### src/rtl/ex_matrix_if.sv
// Handshake/bus bundle between the ID/EX pipeline register and the
// execute-stage matrix coprocessor (ex_matrix_unit).
//
// Handshake: the pipeline presents an instruction by holding start=1 with
// func3/a_data/b_data/rd_in stable; the unit accepts it on the first edge
// where it is IDLE with start=1 (no flush). stall is the "not ready" signal:
// upstream stages hold while stall=1. done is a one-cycle valid pulse for
// result/res_rd, which then hold until the next accept.
interface ex_matrix_if #(
  parameter int ELEM_W = 8,
  parameter int DIM    = 4
);
  localparam int DW = DIM * DIM * ELEM_W;

  logic          flush;
  logic          start;
  logic [2:0]    func3;
  logic [DW-1:0] a_data;
  logic [DW-1:0] b_data;
  logic [4:0]    rd_in;
  logic          stall;
  logic          busy;
  logic          done;
  logic [DW-1:0] result;
  logic [4:0]    res_rd;
  logic [1:0]    state_dbg;

  modport master (
    output flush, start, func3, a_data, b_data, rd_in,
    input  stall, busy, done, result, res_rd, state_dbg
  );

  modport slave (
    input  flush, start, func3, a_data, b_data, rd_in,
    output stall, busy, done, result, res_rd, state_dbg
  );
endinterface

### src/rtl/ex_matrix_unit.sv
// Execute-stage matrix coprocessor. Element-wise ops (MADD, MSUB, MEMUL,
// MTRANS) complete at the accept edge; MATMUL computes one result row per
// cycle from latched operands. stall freezes IF/ID/EX while an instruction
// is being accepted or computed.
//
// Optional build macro MATRIX_SAT_EN: when defined, every op except MTRANS
// saturates its full-precision value to the signed element range instead of
// keeping the low ELEM_W bits.
module ex_matrix_unit #(
  parameter int ELEM_W = 8,
  parameter int DIM    = 4
) (
  input logic          clk,
  input logic          rst,
  ex_matrix_if.slave   bus
);
  localparam int DW  = DIM * DIM * ELEM_W;
  localparam int RW  = (DIM > 1) ? $clog2(DIM) : 1;
  // Wide enough for a sum of DIM full-precision products.
  localparam int AW  = 2 * ELEM_W + $clog2(DIM);
  localparam int ROW_W = DIM * ELEM_W;

  localparam logic [2:0] OP_MADD   = 3'b000;
  localparam logic [2:0] OP_MSUB   = 3'b001;
  localparam logic [2:0] OP_MEMUL  = 3'b010;
  localparam logic [2:0] OP_MATMUL = 3'b011;
  localparam logic [2:0] OP_MTRANS = 3'b100;

  typedef enum logic [1:0] {
    IDLE = 2'd0,
    CALC = 2'd1,
    DONE = 2'd2
  } state_t;

  state_t        state, state_d;
  logic [RW-1:0] row;
  logic [DW-1:0] a_q, b_q;
  logic [DW-1:0] result_q;
  logic [4:0]    res_rd_q;
  logic [DW-1:0] ew_res;
  logic [ROW_W-1:0] mm_row;
  logic signed [AW-1:0] acc;
  logic          accept;

  // Element (r,c) of a packed matrix as a signed value.
  function automatic logic signed [ELEM_W-1:0] elem(input logic [DW-1:0] m,
                                                    input int r, input int c);
    return signed'(m[(r*DIM+c)*ELEM_W +: ELEM_W]);
  endfunction

  // Reduce a full-precision value to one output element.
  function automatic logic [ELEM_W-1:0] fit(input logic signed [AW-1:0] v);
`ifdef MATRIX_SAT_EN
    logic signed [AW-1:0] sat_max;
    logic signed [AW-1:0] sat_min;
    sat_max = AW'((1 << (ELEM_W-1)) - 1);
    sat_min = -sat_max - AW'(1);
    if (v > sat_max)      return sat_max[ELEM_W-1:0];
    else if (v < sat_min) return sat_min[ELEM_W-1:0];
    else                  return v[ELEM_W-1:0];
`else
    return v[ELEM_W-1:0];
`endif
  endfunction

  assign accept = (state == IDLE) && bus.start && !bus.flush;

  // Element-wise/transpose result straight from the incoming operands.
  always_comb begin
    ew_res = '0;
    for (int r = 0; r < DIM; r++) begin
      for (int c = 0; c < DIM; c++) begin
        case (bus.func3)
          OP_MADD:   ew_res[(r*DIM+c)*ELEM_W +: ELEM_W] =
                       fit(AW'(elem(bus.a_data, r, c)) + AW'(elem(bus.b_data, r, c)));
          OP_MSUB:   ew_res[(r*DIM+c)*ELEM_W +: ELEM_W] =
                       fit(AW'(elem(bus.a_data, r, c)) - AW'(elem(bus.b_data, r, c)));
          OP_MEMUL:  ew_res[(r*DIM+c)*ELEM_W +: ELEM_W] =
                       fit(AW'(elem(bus.a_data, r, c)) * AW'(elem(bus.b_data, r, c)));
          OP_MTRANS: ew_res[(r*DIM+c)*ELEM_W +: ELEM_W] = elem(bus.a_data, c, r);
          default:   ;
        endcase
      end
    end
  end

  // One MATMUL result row (index row) from the latched operands.
  always_comb begin
    mm_row = '0;
    acc    = '0;
    for (int c = 0; c < DIM; c++) begin
      acc = '0;
      for (int k = 0; k < DIM; k++) begin
        acc = acc + AW'(elem(a_q, int'(row), k)) * AW'(elem(b_q, k, c));
      end
      mm_row[c*ELEM_W +: ELEM_W] = fit(acc);
    end
  end

  // State register.
  always_ff @(posedge clk) begin
    if (!rst) state <= IDLE;
    else      state <= state_d;
  end

  // Next-state and control outputs.
  always_comb begin
    state_d       = state;
    bus.stall     = 1'b0;
    bus.busy      = (state != IDLE);
    bus.done      = (state == DONE);
    bus.state_dbg = state;
    case (state)
      IDLE: begin
        bus.stall = bus.start;
        if (accept) state_d = (bus.func3 == OP_MATMUL) ? CALC : DONE;
      end
      CALC: begin
        bus.stall = 1'b1;
        if (row == RW'(DIM - 1)) state_d = DONE;
      end
      DONE:    state_d = IDLE;
      default: state_d = IDLE;
    endcase
    if (bus.flush) state_d = IDLE;
  end

  // Operand latch, row counter, result and destination tag.
  always_ff @(posedge clk) begin
    if (!rst) begin
      row      <= '0;
      a_q      <= '0;
      b_q      <= '0;
      result_q <= '0;
      res_rd_q <= '0;
    end else if (bus.flush) begin
      row      <= '0;
      result_q <= '0;
      res_rd_q <= '0;
    end else if (accept) begin
      a_q      <= bus.a_data;
      b_q      <= bus.b_data;
      res_rd_q <= bus.rd_in;
      row      <= '0;
      if (bus.func3 != OP_MATMUL) result_q <= ew_res;
    end else if (state == CALC) begin
      result_q[int'(row)*ROW_W +: ROW_W] <= mm_row;
      row <= row + RW'(1);
    end
  end

  assign bus.result = result_q;
  assign bus.res_rd = res_rd_q;
endmodule

### src/flat_wrapper.sv
// flat-port wrapper written by rule: the top's interface ports become plain ports
module ex_matrix_unit_flat 
#(
  parameter int ELEM_W = 8,
  parameter int DIM    = 4
)
  (clk, rst, bus_flush, bus_start, bus_func3, bus_a_data, bus_b_data, bus_rd_in, bus_stall, bus_busy, bus_done, bus_result, bus_res_rd, bus_state_dbg);
  ex_matrix_if #(.ELEM_W(ELEM_W), .DIM(DIM)) bus_i ();
  input logic clk;
  input logic rst;
  input wire logic [$bits(bus_i.flush)-1:0] bus_flush;
  input wire logic [$bits(bus_i.start)-1:0] bus_start;
  input wire logic [$bits(bus_i.func3)-1:0] bus_func3;
  input wire logic [$bits(bus_i.a_data)-1:0] bus_a_data;
  input wire logic [$bits(bus_i.b_data)-1:0] bus_b_data;
  input wire logic [$bits(bus_i.rd_in)-1:0] bus_rd_in;
  output wire logic [$bits(bus_i.stall)-1:0] bus_stall;
  output wire logic [$bits(bus_i.busy)-1:0] bus_busy;
  output wire logic [$bits(bus_i.done)-1:0] bus_done;
  output wire logic [$bits(bus_i.result)-1:0] bus_result;
  output wire logic [$bits(bus_i.res_rd)-1:0] bus_res_rd;
  output wire logic [$bits(bus_i.state_dbg)-1:0] bus_state_dbg;
  assign bus_i.flush = bus_flush;
  assign bus_i.start = bus_start;
  assign bus_i.func3 = bus_func3;
  assign bus_i.a_data = bus_a_data;
  assign bus_i.b_data = bus_b_data;
  assign bus_i.rd_in = bus_rd_in;
  assign bus_stall = bus_i.stall;
  assign bus_busy = bus_i.busy;
  assign bus_done = bus_i.done;
  assign bus_result = bus_i.result;
  assign bus_res_rd = bus_i.res_rd;
  assign bus_state_dbg = bus_i.state_dbg;
  ex_matrix_unit #(.ELEM_W(ELEM_W), .DIM(DIM)) u_core (.clk(clk), .rst(rst), .bus(bus_i));
endmodule
### config.mk
export PLATFORM = sky130hd
export DESIGN_NAME = ex_matrix_unit_flat
export DESIGN_NICKNAME = d
export VERILOG_FILES = /design/src/rtl/ex_matrix_if.sv /design/src/rtl/ex_matrix_unit.sv /design/src/flat_wrapper.sv
export SDC_FILE = /design/constraint.sdc
export NUM_CORES = 2
export LEC_CHECK = 0
export CAP_MARGIN = 20
export CELL_PAD_IN_SITES_DETAIL_PLACEMENT = 1
export CELL_PAD_IN_SITES_GLOBAL_PLACEMENT = 1
export CORE_MARGIN = 3
export CORE_UTILIZATION = 42
export DETAILED_ROUTE_END_ITERATION = 7
export PLACE_DENSITY = 0.82
export SYNTH_ARGS = -nofsm -noshare
export SYNTH_HDL_FRONTEND = slang
export SYNTH_SLANG_ARGS = --single-unit
### constraint.sdc
create_clock -name clk -period 7.45 [get_ports clk]
set_input_delay 1.49 -clock clk [delete_from_list [all_inputs] [get_ports clk]]
set_output_delay 1.49 -clock clk [all_outputs]
set_load 0.02 [all_outputs]
==> impl_results.md <==
* Antenna viol nets, final at 0
* Crit share post-route at 105.4%
* Post-Place Cells at 8,917
* FF-to-FF End: u_core.bus.result[111]
* Slew headroom at 20.75%
* Largest net degree at the start of global routing at 125
* Top post-synthesis cells by area: fa_1, ha_1, dfxtp_1
* DP HPWL at 197.6 mm
* Ys async rst share at 0%
* Die Width at 371.3 um
* First-pass DRT Iterations at 8
* Post-route insts no fill at 9,045
* Vias in the first global route at 55,640
* Most frequent cells in the layout: nand2_1, inv_1, ha_1, and2_1, xnor2_1
* Synth area leader: fa_1
* Share of cells above drive strength 1 at 6.728%
* P_leak at 0.02981 uW
* Worst path max stage delay at 0.65 ns
* Core area at 0.1320 sq mm
* Crit-path max FO at 8
* Final hold viol count at 0
* Mapped Nets at 8,372
* WL final at 247.8 mm
* YS warnings at 0
* R2r setup slk at -0.40 ns
* Finished Cell Area at 0.06558 sq mm
* CTS tree: done
* IO Port Bufs at 405
* Clk_lat worst skew at 0.68 ns
* Failing checks: DRC, setup timing
* CTS Root Cell: clkbuf_16
* Hold Path Depth at 2
* Avg Inst Size Synth at 8.161 sq um
* Cell Area, Synth at 0.05605 sq mm
* Crit. End Element: register
* Yosys reg bits at 393
* Placed instance area at 0.06307 sq mm
* RSZ-0062 raised after global routing: yes
* Starting DRT DRC Count at 5,213
* Final setup viols at 16
* Crit path DAT at 8.38 ns
* CTS Sinks at 393
* HP Class: register to register
* Total number of vias at 52,350
* Die H at 371.3 um
* Worst slack on hold paths at 0.4567 ns
* All-Layer GR Usage at 35.13%
* Count of different cell masters after synthesis at 51
* Inserted Clock Buffers at 49
* First-pass GRT wire length at 359.8 mm
* Top FF cell, synth: dfxtp_1
* Synth Area in Compound Gates at 11.89%
* Area growth, synth to finish at 17.00%
* Sequential share of the synthesized area at 14.04%
* Share of the synthesized area in the top cell type at 17.43%
* Setup Skew at 0.04655 ns
* GRT overflow at 0
* Status: finished, violations left
* Worst Setup Start Kind: register
* Min cycle time layout at 7.850 ns
* Largest family of logic cells by synthesized area: adder cells
* Setup ws final at -0.3995 ns
* Critical-path top delay cell: mux4_2
* Setup CP Type: register to register
* Mux cell area share after synthesis at 1.411%
* Hold_sp: u_core.bus.res_rd[4]
* R2R cell count at 27
* PwrDens at 140.8 mW/mm^2
* Initial antenna violation count at 23
* Max-Cap Viols at 0
* Peak VDD IR at 172.6 uV
* # fillers at 15,590
* Simple-Gate Fraction of Synth Area at 18.37%
* Rows at 133
* Nets at 8,746
* XOR/XNOR Fraction of Synth Area at 11.42%
* WP data required at 7.98 ns
* Final Total Pwr at 9236 uW
* RD Place Congestion at 1.012
* Fin. max-slew vios at 0
* CTS H-Tree Depth at 2
* Least-Margin Pin Slew at 1.186 ns
* Post-Synthesis Cells at 6,868
* WHS Endpoint: u_core.bus.res_rd[4]
* CTS clock-pin slew for the worst setup and hold paths at 0.06 ns
* DR DRC count at 2
* Highest Clock Rate at 0.1274 GHz
* Post-DR wirelength/cell at 27.40 um
* Initial core utilization at 42.48%
* Most common cell after layout, fill and taps aside: nand2_1
* CTS Buffer Depth at 3
* Vias/cell at 5.787
* Post-synthesis adder-cell area fraction at 34.13%
* Top Ports at 406
* EDFF count, synth at 0
* Most frequent CP cell: fa_1
* R2r startpoint: u_core.row[0]
* Die ar. at 0.1379 sq mm
[kinds of logic (layout without fill, tap and decap cells)]
kind of cell    after synthesis  in the layout
compound gates              994            994
xor+xnor                    720            720
fa+ha+maj                  1236           1236
buf+inv                    1291           1704
flops                       393            393
mux                          39             41
other cells                   0              7
simple gates               2195           2195
[registers in the layout, summed over array words and instances (netlist names)]
register / flops
u_core.bus.res_rd: 5
u_core.bus.state_dbg: 2
u_core.row: 2
u_core.a_q: 128
u_core.bus.result: 128
u_core.b_q: 128
[worst max-delay path: cells and delay by family, from the launching register on]
family                     cells  cell delay, ns
adders and majority gates      9            4.24
xor gates and xnor gates       5            1.05
muxes                          1            0.65
buffers and inverters          7            0.61
AOI/OAI and AO/OA              4            0.58
DFF                            1            0.37
and+or+nand+nor                1            0.23
[layer usage]
| metal | track usage [%] | routed length, um | vias to the layer above |
|---|---|---|---|
| met2 | 55.36 | 109800 | 2613 |
| met3 | 7.527 | 24410 | 729 |
| met1 | 44.45 | 96690 | 26370 |
| li1 | - | - | 22620 |
| met4 | 20.00 | 16810 | 16 |
| met5 | 0 | 114 | - |
[worst max-delay path by stage]
| stage | from | endpoint | slack, ns |
|---|---|---|---|
| 3_5_place_dp | u_core.row[0] | u_core.bus.result[127] | -0.58 |
| 2_1_floorplan | u_core.row[0] | u_core.bus.result[15] | -0.02 |
| 3_3_place_gp | u_core.row[0] | u_core.bus.result[23] | -0.37 |
| 4_1_cts | u_core.row[0] | u_core.bus.result[111] | -0.34 |
| 6_report | u_core.row[0] | u_core.bus.result[111] | -0.40 |
| 5_1_grt | u_core.row[0] | u_core.bus.result[111] | -0.63 |
[through the flow]
step | util (%) | setup TNS [ns] | setup slack, ns
after detailed placement | 47.79 | -7.556 | -0.5790
after global routing | 49.69 | -8.773 | -0.6312
after CTS | 49.26 | -4.808 | -0.3449
final | 49.70 | -5.216 | -0.3995
after floorplan | - | -0.01538 | -0.01538
after global placement | 47.79 | -5.181 | -0.3729
[repair_timing]
item / in CTS / in global routing
cloned: 2 / 2
hold buffers: 0 / 0
endpoints found under the setup margin: 20 / 26
gates resized for setup: 39 / 77
endpoints found under the hold margin: 0 / 0
pin swaps: 11 / 92
buffers inserted: 5 / 21
[synth_stat cells, drive strengths merged, types with 7 or more instances]
cell / n
clkbuf: 300
o211a: 25
nand2b: 21
a222oi: 45
a31oi: 26
nor3: 101
a211oi: 13
mux4: 32
nand2: 1051
o221ai: 32
o21ai: 188
inv: 956
mux2i: 7
nor2: 285
and2: 656
xor2: 129
a21o: 63
xnor2: 585
ha: 748
a221oi: 55
or3: 16
a21oi: 248
fa: 488
nor2b: 46
buf: 35
a21boi: 272
dfxtp: 393
a221o: 15
[where the power goes]
group,leakage [uW],switching (uW),internal (uW),total [uW]
Combinational,0.0258,2550,1780,4330
Sequential,0.00320,144,2190,2330
Clock,0.000834,1120,1450,2570
[layout make-up]
cell class | instances | area [sq um] | share of cell area (%)
Antenna cell | 7 | 17.52 | 0.02671
Clock buffer | 66 | 1410 | 2.150
Clock inverter | 26 | 295.3 | 0.4503
Inverter | 956 | 3588 | 5.472
Multi-Input combinational cell | 5186 | 43770 | 66.74
Sequential cell | 393 | 7873 | 12.00
Tap cell | 1755 | 2196 | 3.348
Timing Repair Buffer | 656 | 6429 | 9.803
(Power assumes the default switching activity.)
